===== config.mk =====
export PLATFORM = sky130hd
export DESIGN_NAME = iwdg_seq_flat
export DESIGN_NICKNAME = d
export VERILOG_FILES = /design/src/rtl/iwdg_pkg.sv /design/src/rtl/iwdg_seq_if.sv /design/src/rtl/iwdg_seq_xfer.sv /design/src/rtl/iwdg_seq.sv /design/src/flat_wrapper.sv
export SDC_FILE = /design/constraint.sdc
export NUM_CORES = 1
export LEC_CHECK = 0
export BUFFER_PORTS_ARGS = -buffer_cell sky130_fd_sc_hd__buf_2
export CAP_MARGIN = 30
export CORE_ASPECT_RATIO = 1.1
export CORE_MARGIN = 8
export CORE_UTILIZATION = 42
export CTS_CLUSTER_DIAMETER = 30
export DETAILED_ROUTE_END_ITERATION = 16
export PLACE_DENSITY_LB_ADDON = 0.12
export SYNTH_ARGS = -nofsm -noshare
export SYNTH_HDL_FRONTEND = slang
export SYNTH_SLANG_ARGS = --single-unit

===== constraint.sdc =====
create_clock -name clk_m2s -period 2.89 [get_ports clk_m2s]
set_input_delay 0.578 -clock clk_m2s [delete_from_list [all_inputs] [get_ports clk_m2s]]
set_output_delay 0.578 -clock clk_m2s [all_outputs]
set_load 0.05 [all_outputs]

===== src/rtl/iwdg_pkg.sv =====
// rtl/iwdg_pkg.sv - IWDG key values, register offsets and sequencer state encoding
package iwdg_pkg;

  localparam logic [15:0] KEY_ACCESS = 16'h5555;
  localparam logic [15:0] KEY_START  = 16'hCCCC;
  localparam logic [15:0] KEY_RELOAD = 16'hAAAA;

  localparam logic [31:0] OFS_KR  = 32'h0;
  localparam logic [31:0] OFS_PR  = 32'h4;
  localparam logic [31:0] OFS_RLR = 32'h8;
  localparam logic [31:0] OFS_ST  = 32'hC;

  typedef enum logic [2:0] {
    IDLE, UNLOCK, WR_PR, WR_RLR, LAUNCH, RUN, KICK, ERR
  } state_e;

endpackage


===== src/rtl/iwdg_seq_if.sv =====
// rtl/iwdg_seq_if.sv - Wishbone master/slave bundle between the sequencer and the IWDG
interface iwdg_seq_if;
  logic [31:0] adr_m2s;
  logic [15:0] dat_m2s;
  logic        cyc_m2s;
  logic        stb_m2s;
  logic        we_m2s;
  logic [15:0] dat_s2m;
  logic        ack_s2m;

  modport master (output adr_m2s, dat_m2s, cyc_m2s, stb_m2s, we_m2s,
                  input  dat_s2m, ack_s2m);
  modport slave  (input  adr_m2s, dat_m2s, cyc_m2s, stb_m2s, we_m2s,
                  output dat_s2m, ack_s2m);
endinterface


===== src/rtl/iwdg_seq_xfer.sv =====
// rtl/iwdg_seq_xfer.sv - single Wishbone transfer engine with ack timeout
module iwdg_seq_xfer #(
  parameter int ACK_TIMEOUT = 16
) (
  input  logic        clk_m2s,
  input  logic        rst_m2s,
  input  logic        req,
  input  logic [31:0] addr,
  input  logic [15:0] wdata,
  input  logic        we,
  output logic        done,
  output logic        timeout,
  output logic [15:0] rdata,
  iwdg_seq_if.master  wb
);

  localparam int CW = $clog2(ACK_TIMEOUT + 1);

  logic          act_q, act_d;
  logic [31:0]   adr_q, adr_d;
  logic [15:0]   dat_q, dat_d;
  logic          we_q, we_d;
  logic [CW-1:0] cnt_q, cnt_d;
  logic          done_q, done_d;
  logic          tmo_q, tmo_d;
  logic [15:0]   rdata_q, rdata_d;

  always_ff @(posedge clk_m2s) begin
    if (rst_m2s) begin
      act_q   <= 1'b0;
      adr_q   <= '0;
      dat_q   <= '0;
      we_q    <= 1'b0;
      cnt_q   <= '0;
      done_q  <= 1'b0;
      tmo_q   <= 1'b0;
      rdata_q <= '0;
    end else begin
      act_q   <= act_d;
      adr_q   <= adr_d;
      dat_q   <= dat_d;
      we_q    <= we_d;
      cnt_q   <= cnt_d;
      done_q  <= done_d;
      tmo_q   <= tmo_d;
      rdata_q <= rdata_d;
    end
  end

  // A completion pulse blocks a new launch for one cycle, guaranteeing the idle gap
  always_comb begin
    act_d   = act_q;
    adr_d   = adr_q;
    dat_d   = dat_q;
    we_d    = we_q;
    cnt_d   = cnt_q;
    done_d  = 1'b0;
    tmo_d   = 1'b0;
    rdata_d = rdata_q;
    if (!act_q) begin
      if (req && !done_q && !tmo_q) begin
        act_d = 1'b1;
        adr_d = addr;
        dat_d = wdata;
        we_d  = we;
        cnt_d = '0;
      end
    end else if (cnt_q == CW'(ACK_TIMEOUT)) begin
      act_d = 1'b0;
      adr_d = '0;
      dat_d = '0;
      we_d  = 1'b0;
      tmo_d = 1'b1;
    end else if (wb.ack_s2m) begin
      act_d   = 1'b0;
      adr_d   = '0;
      dat_d   = '0;
      we_d    = 1'b0;
      done_d  = 1'b1;
      rdata_d = wb.dat_s2m;
    end else begin
      cnt_d = cnt_q + CW'(1);
    end
  end

  assign wb.cyc_m2s = act_q;
  assign wb.stb_m2s = act_q;
  assign wb.adr_m2s = adr_q;
  assign wb.dat_m2s = dat_q;
  assign wb.we_m2s  = we_q;
  assign done       = done_q;
  assign timeout    = tmo_q;
  assign rdata      = rdata_q;

endmodule


===== src/rtl/iwdg_seq.sv =====
// rtl/iwdg_seq.sv - configures, launches and periodically refreshes an IWDG over Wishbone
// Optional PR/RLR readback verification: define IWDG_SEQ_READBACK_EN
module iwdg_seq import iwdg_pkg::*; #(
  parameter logic [31:0] BASE_ADR    = 32'h0100_0000,
  parameter int          ACK_TIMEOUT = 16,
  parameter int          KICK_W      = 16
) (
  input  logic              clk_m2s,
  input  logic              rst_m2s,
  input  logic              start,
  input  logic [2:0]        cfg_pr,
  input  logic [11:0]       cfg_rlr,
  input  logic              kick_en,
  input  logic [KICK_W-1:0] kick_period,
  iwdg_seq_if.master        wb,
  output logic              busy,
  output logic              running,
  output logic              err
);

`ifdef IWDG_SEQ_READBACK_EN
  localparam bit RB_EN = 1'b1;
`else
  localparam bit RB_EN = 1'b0;
`endif

  state_e            state_q, state_d;
  logic [2:0]        pr_q, pr_d;
  logic [11:0]       rlr_q, rlr_d;
  logic [KICK_W-1:0] kcnt_q, kcnt_d;
  logic              rd_q, rd_d;

  logic        x_req, x_we, x_done, x_tmo;
  logic [31:0] x_addr;
  logic [15:0] x_wdata, x_rdata;

  iwdg_seq_xfer #(.ACK_TIMEOUT(ACK_TIMEOUT)) u_xfer (
    .clk_m2s (clk_m2s),
    .rst_m2s (rst_m2s),
    .req     (x_req),
    .addr    (x_addr),
    .wdata   (x_wdata),
    .we      (x_we),
    .done    (x_done),
    .timeout (x_tmo),
    .rdata   (x_rdata),
    .wb      (wb)
  );

  always_ff @(posedge clk_m2s) begin
    if (rst_m2s) begin
      state_q <= IDLE;
      pr_q    <= '0;
      rlr_q   <= '0;
      kcnt_q  <= '0;
      rd_q    <= 1'b0;
    end else begin
      state_q <= state_d;
      pr_q    <= pr_d;
      rlr_q   <= rlr_d;
      kcnt_q  <= kcnt_d;
      rd_q    <= rd_d;
    end
  end

  // rd_q marks the readback half of WR_PR / WR_RLR
  always_comb begin
    state_d = state_q;
    pr_d    = pr_q;
    rlr_d   = rlr_q;
    kcnt_d  = kcnt_q;
    rd_d    = rd_q;
    case (state_q)
      IDLE, ERR: begin
        rd_d   = 1'b0;
        kcnt_d = '0;
        if (start) begin
          state_d = UNLOCK;
          pr_d    = cfg_pr;
          rlr_d   = cfg_rlr;
        end
      end
      UNLOCK: begin
        if (x_tmo)       state_d = ERR;
        else if (x_done) state_d = WR_PR;
      end
      WR_PR: begin
        if (x_tmo) state_d = ERR;
        else if (x_done) begin
          if (RB_EN && !rd_q) rd_d = 1'b1;
          else begin
            rd_d    = 1'b0;
            state_d = (RB_EN && x_rdata[2:0] != pr_q) ? ERR : WR_RLR;
          end
        end
      end
      WR_RLR: begin
        if (x_tmo) state_d = ERR;
        else if (x_done) begin
          if (RB_EN && !rd_q) rd_d = 1'b1;
          else begin
            rd_d    = 1'b0;
            state_d = (RB_EN && x_rdata[11:0] != rlr_q) ? ERR : LAUNCH;
          end
        end
      end
      LAUNCH: begin
        if (x_tmo) state_d = ERR;
        else if (x_done) begin
          state_d = RUN;
          kcnt_d  = '0;
        end
      end
      RUN: begin
        if (kick_en && kick_period != '0) begin
          if (kcnt_q == kick_period - KICK_W'(1)) begin
            state_d = KICK;
            kcnt_d  = '0;
          end else begin
            kcnt_d = kcnt_q + KICK_W'(1);
          end
        end else begin
          kcnt_d = '0;
        end
      end
      KICK: begin
        if (x_tmo) state_d = ERR;
        else if (x_done) begin
          state_d = RUN;
          kcnt_d  = '0;
        end
      end
      default: state_d = IDLE;
    endcase
  end

  always_comb begin
    x_req   = 1'b0;
    x_addr  = BASE_ADR + OFS_KR;
    x_wdata = '0;
    x_we    = 1'b1;
    case (state_q)
      UNLOCK: begin
        x_req   = 1'b1;
        x_wdata = KEY_ACCESS;
      end
      WR_PR: begin
        x_req   = 1'b1;
        x_addr  = BASE_ADR + OFS_PR;
        x_wdata = {13'b0, pr_q};
        x_we    = !rd_q;
      end
      WR_RLR: begin
        x_req   = 1'b1;
        x_addr  = BASE_ADR + OFS_RLR;
        x_wdata = {4'b0, rlr_q};
        x_we    = !rd_q;
      end
      LAUNCH: begin
        x_req   = 1'b1;
        x_wdata = KEY_START;
      end
      KICK: begin
        x_req   = 1'b1;
        x_wdata = KEY_RELOAD;
      end
      default: x_req = 1'b0;
    endcase
    busy    = state_q inside {UNLOCK, WR_PR, WR_RLR, LAUNCH};
    running = state_q inside {RUN, KICK};
    err     = (state_q == ERR);
  end

endmodule


===== src/flat_wrapper.sv =====
// flat-port wrapper written by rule: the top's interface ports become plain ports
module iwdg_seq_flat import iwdg_pkg::*;
#(
  parameter logic [31:0] BASE_ADR    = 32'h0100_0000,
  parameter int          ACK_TIMEOUT = 16,
  parameter int          KICK_W      = 16
)
  (clk_m2s, rst_m2s, start, cfg_pr, cfg_rlr, kick_en, kick_period, busy, running, err, wb_adr_m2s, wb_dat_m2s, wb_cyc_m2s, wb_stb_m2s, wb_we_m2s, wb_dat_s2m, wb_ack_s2m);
  iwdg_seq_if wb_i ();
  input  logic clk_m2s;
  input  logic rst_m2s;
  input  logic start;
  input  logic [2:0] cfg_pr;
  input  logic [11:0] cfg_rlr;
  input  logic kick_en;
  input  logic [KICK_W-1:0] kick_period;
  output logic busy;
  output logic running;
  output logic err;
  output wire logic [$bits(wb_i.adr_m2s)-1:0] wb_adr_m2s;
  output wire logic [$bits(wb_i.dat_m2s)-1:0] wb_dat_m2s;
  output wire logic [$bits(wb_i.cyc_m2s)-1:0] wb_cyc_m2s;
  output wire logic [$bits(wb_i.stb_m2s)-1:0] wb_stb_m2s;
  output wire logic [$bits(wb_i.we_m2s)-1:0] wb_we_m2s;
  input wire logic [$bits(wb_i.dat_s2m)-1:0] wb_dat_s2m;
  input wire logic [$bits(wb_i.ack_s2m)-1:0] wb_ack_s2m;
  assign wb_adr_m2s = wb_i.adr_m2s;
  assign wb_dat_m2s = wb_i.dat_m2s;
  assign wb_cyc_m2s = wb_i.cyc_m2s;
  assign wb_stb_m2s = wb_i.stb_m2s;
  assign wb_we_m2s = wb_i.we_m2s;
  assign wb_i.dat_s2m = wb_dat_s2m;
  assign wb_i.ack_s2m = wb_ack_s2m;
  iwdg_seq #(.BASE_ADR(BASE_ADR), .ACK_TIMEOUT(ACK_TIMEOUT), .KICK_W(KICK_W)) u_core (.clk_m2s(clk_m2s), .rst_m2s(rst_m2s), .start(start), .cfg_pr(cfg_pr), .cfg_rlr(cfg_rlr), .kick_en(kick_en), .kick_period(kick_period), .wb(wb_i), .busy(busy), .running(running), .err(err));
endmodule

# Word-level counts from Yosys, hierarchy flattened

Index checks and enable logic that the tools add are counted.

Bits in registers: 92
Input bits: 52
Output and inout port bits: 54
Word-level logic and storage cells: 110

Add/sub/neg operators: 3
Equality and inequality tests: 23
Mux-type cells: 46
Bitwise gates (word level): 1
Reduce and logical (&&, ||, !) cells: 25

Operators with widths:

| kind                    | number |
|---|---|
| $mux W16                | 8 |
| $mux W32                | 4 |
| $pmux W16 S5            | 1 |
| $pmux W16 S3            | 1 |
| $mux W3                 | 11 |
| $mux W5                 | 4 |
| $pmux W3 S6             | 1 |
| $add A16 B1 Y16 const B | 1 |
| $eq A16 B16 Y1          | 1 |
| $reduce_bool A16 Y1     | 1 |
| $sub A16 B1 Y16 const B | 1 |
| $mux W1                 | 14 |
| $eq A3 B3 Y1 const B    | 4 |
| $ne A2 B2 Y1 const B    | 5 |
| $ne A3 B3 Y1 const B    | 3 |
| $reduce_and A3 Y1       | 3 |
| $ne A2 B1 Y1 const B    | 4 |
| $pmux W4 S2             | 1 |
| $reduce_or A2 Y1        | 4 |
| $reduce_and A7 Y1       | 1 |
| $eq A3 B2 Y1 const B    | 2 |
| $reduce_bool A2 Y1      | 3 |
| $add A5 B1 Y5 const B   | 1 |
| $eq A5 B5 Y1 const B    | 1 |
| 13 further kinds        | 18 |

# Longest topological paths before layout

Depth after elaboration: 7
Depth in mapped cells: 9

# Modules after synthesis

A second synthesis with hierarchy kept.

Cells, all modules: 557
Area total of the unflattened synthesis: 5093.6 µm²

By module, submodules not included:

| module        | instances | cells each | area each (µm²) | sequential area each (µm²) |
|---|---|---|---|---|
| iwdg_seq_xfer | 1         | 240        | 2642.5          | 1461.4 |
| iwdg_seq      | 1         | 317        | 2451.1          | 680.7 |

# Worst setup path before layout

Ideal clock, no wire load.

Path kind: input port to flip-flop
Start: input kick_period[1]
End: register u_core.kcnt_q[10]
Library setup time: 112 ps
Data arrival time: 2602 ps
Required time: 2778 ps
Slack: 176 ps
Cell stages on the path: 7
Path buffers: 1
Cell sequence: or4_4 -> or3_1 -> a2111oi_2 -> nand3b_1 -> nor4_4 -> buf_6 -> nor2_1

Word-level cells in the longest chain between the ends: 5
Elaborated cells on any way between the ends: 7
Those cells by class: add/sub: 1; eq/ne: 1; mux: 3; reduce/logical: 2

Ends and longest elaborated chain:

| item                 | RTL line           | source |
|---|---|---|
| from (decl)          | flat_wrapper.sv:16 | `input logic [KICK_W-1:0] kick_period;` |
| $sub A16 B1 Y16      | iwdg_seq.sv:116    | `if (kcnt_q == kick_period - KICK_W'(1)) begin` |
| $eq A16 B16 Y1       | iwdg_seq.sv:116    |  |
| $mux W16             | iwdg_seq.sv:116    |  |
| $mux W16 (*)         | iwdg_seq.sv:115    | `if (kick_en && kick_period != '0) begin` |
| $pmux W16 S3 (*)     | iwdg_seq.sv:73     | `case (state_q)` |
| to (signal assigned) | iwdg_seq.sv:61     | `kcnt_q <= kcnt_d;` |
| to (decl)            | iwdg_seq.sv:30     | `logic [KICK_W-1:0] kcnt_q, kcnt_d;` |

Every way passes the cells marked *; elsewhere a longest branch is shown, timed or not.
A chain may end at the register's enable or synchronous reset.

# Final worst setup path

Start: register u_core.state_q[1]
End: output err

Word-level cells in the longest chain between the ends: 1

Ends and longest elaborated chain:

| item                   | RTL line           | source |
|---|---|---|
| from (decl)            | iwdg_seq.sv:27     | `state_e state_q, state_d;` |
| from (signal assigned) | iwdg_seq.sv:58     | `state_q <= state_d;` |
| $eq A3 B3 Y1           | iwdg_seq.sv:171    | `err = (state_q == ERR);` |
| to (decl)              | flat_wrapper.sv:19 | `output logic err;` |

No other way between the ends.

==> results.cfg <==
[place]
place_area_sq_mm = 0.00394
io_buffers = 60
place_congestion = 0.807
dp_hpwl_um = 6580
dp_cells = 601

[grt]
overflow = 0
grt_pass1_vias = 3144
antenna_found_initial = 0
top_usage_layer = met2
grt_max_degree = 49
use_met1 = 0.173
grtUsageMet2 = 0.262
grt_pass1_wl_um = 14500
grtUsageMet3 = 0.0418
grt_usage = 0.156

[clocking]
cts_max_path_buffers = 2
cts_sinks = 61
ctsHoldBuffers = 0
cts_resized = 0
clk_latency_ns = 0.34
cts_buffers = 9
root_buffer = clkbuf_8
cts_tree = done
clk_pin_slew_worst_paths_ns = 0.07
postCtsSetupBuffers = 0
cts-htree-levels = 3

[synthesis]
synth_commonest_cells = 61 x dfxtp_1, 58 x nor2_1, 41 x nand2_1, 31 x buf_4, 21 x xor2_1
yosysSeqAreaShare = 0.347
syn_area_per_cell_sq_um = 8.18
synth_edf_count = 0
ys.warnings.count = 0
synth_area_leader_cell = dfxtp_1
synth_cell_types = 62
synth-seq-cells = 61
synth_most_common_cell = dfxtp_1
async_flop_share = 0
syn-cell-area_sq_mm = 0.00352
syn_inst = 430
synth_ff_type = dfxtp_1
synth_area_leaders = dfxtp_1 35%, buf_4 6.6%, nor2_1 6.2%, xor2_1 5.2%, mux2i_1 4.8%
synth_top_area_frac = 0.347

[final_layout]
layout-drive-gt1-share = 0.219
register_area_sq_mm = 0.00122
fill_cells = 817
n_antenna_cell = 0
area_delta_synth_final_pct = 18.8
stdcell_count = 617
finalInstanceArea_sq_mm = 0.00418
final_nets = 557
multiInputGateArea_sq_mm = 0.00203

[route]
wl_per_cell_um = 14.1
first_pass_iters = 5
ant_nets = 0
vias_per_cell = 5.10
drcViolationCount = 0
vias = 3149
drtIter0Drc = 123
wirelength_um = 8700

[sta]
final-max-slew-violation-count = 0
rsz0062_at_grt = no
min_period_ns = 2.59
tightest_slew_ns = 0.630
skew_ns = 0.00618
maxSlewHeadroom = 0.580
finalHoldViolations = 0
fmax_ghz = 0.386
fin_crit_sh = 0.897
finalSetupViolCount = 0

[critical_path]
crit_chain = clkinv_1 > nor2_1 > buf_2
r2r_cells = 6
critPathLaunchType = flop
slowest_delay_ns = 0.67
cp_num_buf_inv = 2
worstSetupPathType = flop to output port
crit_arrival_ns = 2.01
critPathCaptureType = output port
cp_max_fo = 14
cp.depth = 3
cp_slowest_cell = dfxtp_1
critical-path-top-delay-family = buffers and inverters
cp.required_ns = 2.31

[min_path]
hold_depth = 2
hp-class = flop to flop

[power_and_ir_drop]
swShare = 0.426
pwr-share-clk = 0.270
switching_power_w = 0.00147
pwr-share-comb = 0.408
p_seq_frac = 0.322
irDropWorstVdd_v = 0.000544
power_density_mw_per_mm2 = 824
p_leak_nw = 1.89
power.internal_w = 0.00198

[floorplanning]
die_area_sq_mm = 0.0116
pin_count = 106
die_w_um = 103
std_cell_rows = 35
start_util = 0.425
core_area_sq_mm = 0.00828
die_h_um = 112

[run_status]
status = complete, no violations

[flow_run]
cap_viol_max_count = 0
[layer usage]
metal | share of wire | wire [um]
met3 | 0.070 | 608
met1 | 0.42 | 3660
met5 | 0 | 0
met4 | 0.019 | 167
met2 | 0.49 | 4270
[worst paths after layout]
| kind | startpoint | endpoint | slack [ns] |
|---|---|---|---|
| worst min register to register | u_core.u_xfer.wb.dat_m2s[4]$_SDFFE_PP0P_ | u_core.u_xfer.wb.dat_m2s[4]$_SDFFE_PP0P_ | 0.46 |
| worst max-delay path | u_core.state_q[1]$_SDFFE_PP0P_ | err | 0.30 |
| worst max register to register | u_core.state_q[1]$_SDFFE_PP0P_ | u_core.u_xfer.wb.dat_m2s[10]$_SDFFE_PP0P_ | 0.57 |
| worst min-delay path | u_core.u_xfer.wb.dat_m2s[4]$_SDFFE_PP0P_ | u_core.u_xfer.wb.dat_m2s[4]$_SDFFE_PP0P_ | 0.46 |
[cell type report]
cell class	count	share of cell area
well taps	111	0.0332
flip-flops and latches	61	0.292
clock inverters	7	0.0290
clock buffers	9	0.0296
inverters	15	0.0135
multi-input cells	331	0.487
repair buffers	83	0.116
[sequential cells by signal, indices dropped and copies added, names as in the netlist]
name and count:
u_core.kcnt_q 16, u_core.u_xfer.wb.dat_m2s 16, u_core.rlr_q 12, u_core.u_xfer.cnt_q 5, u_core.pr_q 3, u_core.state_q 3, u_core.u_xfer.wb.adr_m2s 3, u_core.u_xfer.done 1
u_core.u_xfer.timeout 1, u_core.u_xfer.wb.cyc_m2s 1
[worst min-delay path, delay by kind of cell, from the launching register on]
family,cells,cell delay (ns)
AOI/OAI and AO/OA,1,0.05
DFF,1,0.31
and+or+nand+nor,1,0.05
[kinds of logic after synthesis]
group           count (synthesis)  synth area share
flops                          61             0.347
xor+xnor                       34            0.0885
fa+ha+maj                       5            0.0171
compound gates                 75             0.150
buf+inv                        66             0.106
mux                            19            0.0548
simple gates                  169             0.235
other cells                     1           0.00107
[per-stage QoR]
| step | TNS [ns] | hold slack, ns | util | total power, W | worst slack (ns) |
|---|---|---|---|---|---|
| detailed placement | -0.0120 | 0.451 | 0.476 | 0.00255 | -0.0120 |
| global route | 0 | 0.463 | 0.505 | 0.00365 | 0.0879 |
| global placement | -0.0572 | 0.443 | 0.475 | 0.00252 | -0.0376 |
| CTS | 0 | 0.449 | 0.505 | 0.00349 | 0.294 |
| finish | 0 | 0.458 | 0.505 | 0.00345 | 0.299 |
| floorplan | 0 | 0.446 | - | 0.00220 | 0.176 |
[power groups by stage]
| stage | logic, W | clock network, W | registers (W) |
|---|---|---|---|
| 3_5_place_dp | 0.00142 | 0 | 0.00113 |
| 4_1_cts | 0.00142 | 0.000957 | 0.00111 |
| 5_1_grt | 0.00152 | 0.000992 | 0.00113 |
| 2_1_floorplan | 0.000848 | 0 | 0.00136 |
| 3_3_place_gp | 0.00140 | 0 | 0.00113 |
| 6_report | 0.00141 | 0.000930 | 0.00111 |
[layout by cell type (no fill, tap or decap), types with 5 or more instances in the layout]
cell type	n
clkbuf_8	9
buf_2	60
buf_4	22
xnor2_1	12
nand3_1	9
xor2_1	21
nand2_1	41
nand2b_1	5
inv_1	13
a31oi_1	7
mux2i_1	17
nor3_1	20
a21oi_1	15
dfxtp_1	61
nor4_1	7
nor2_1	58
o21ai_0	10
conb_1	29
No activity file was read; power rests on OpenSTA's default activity.
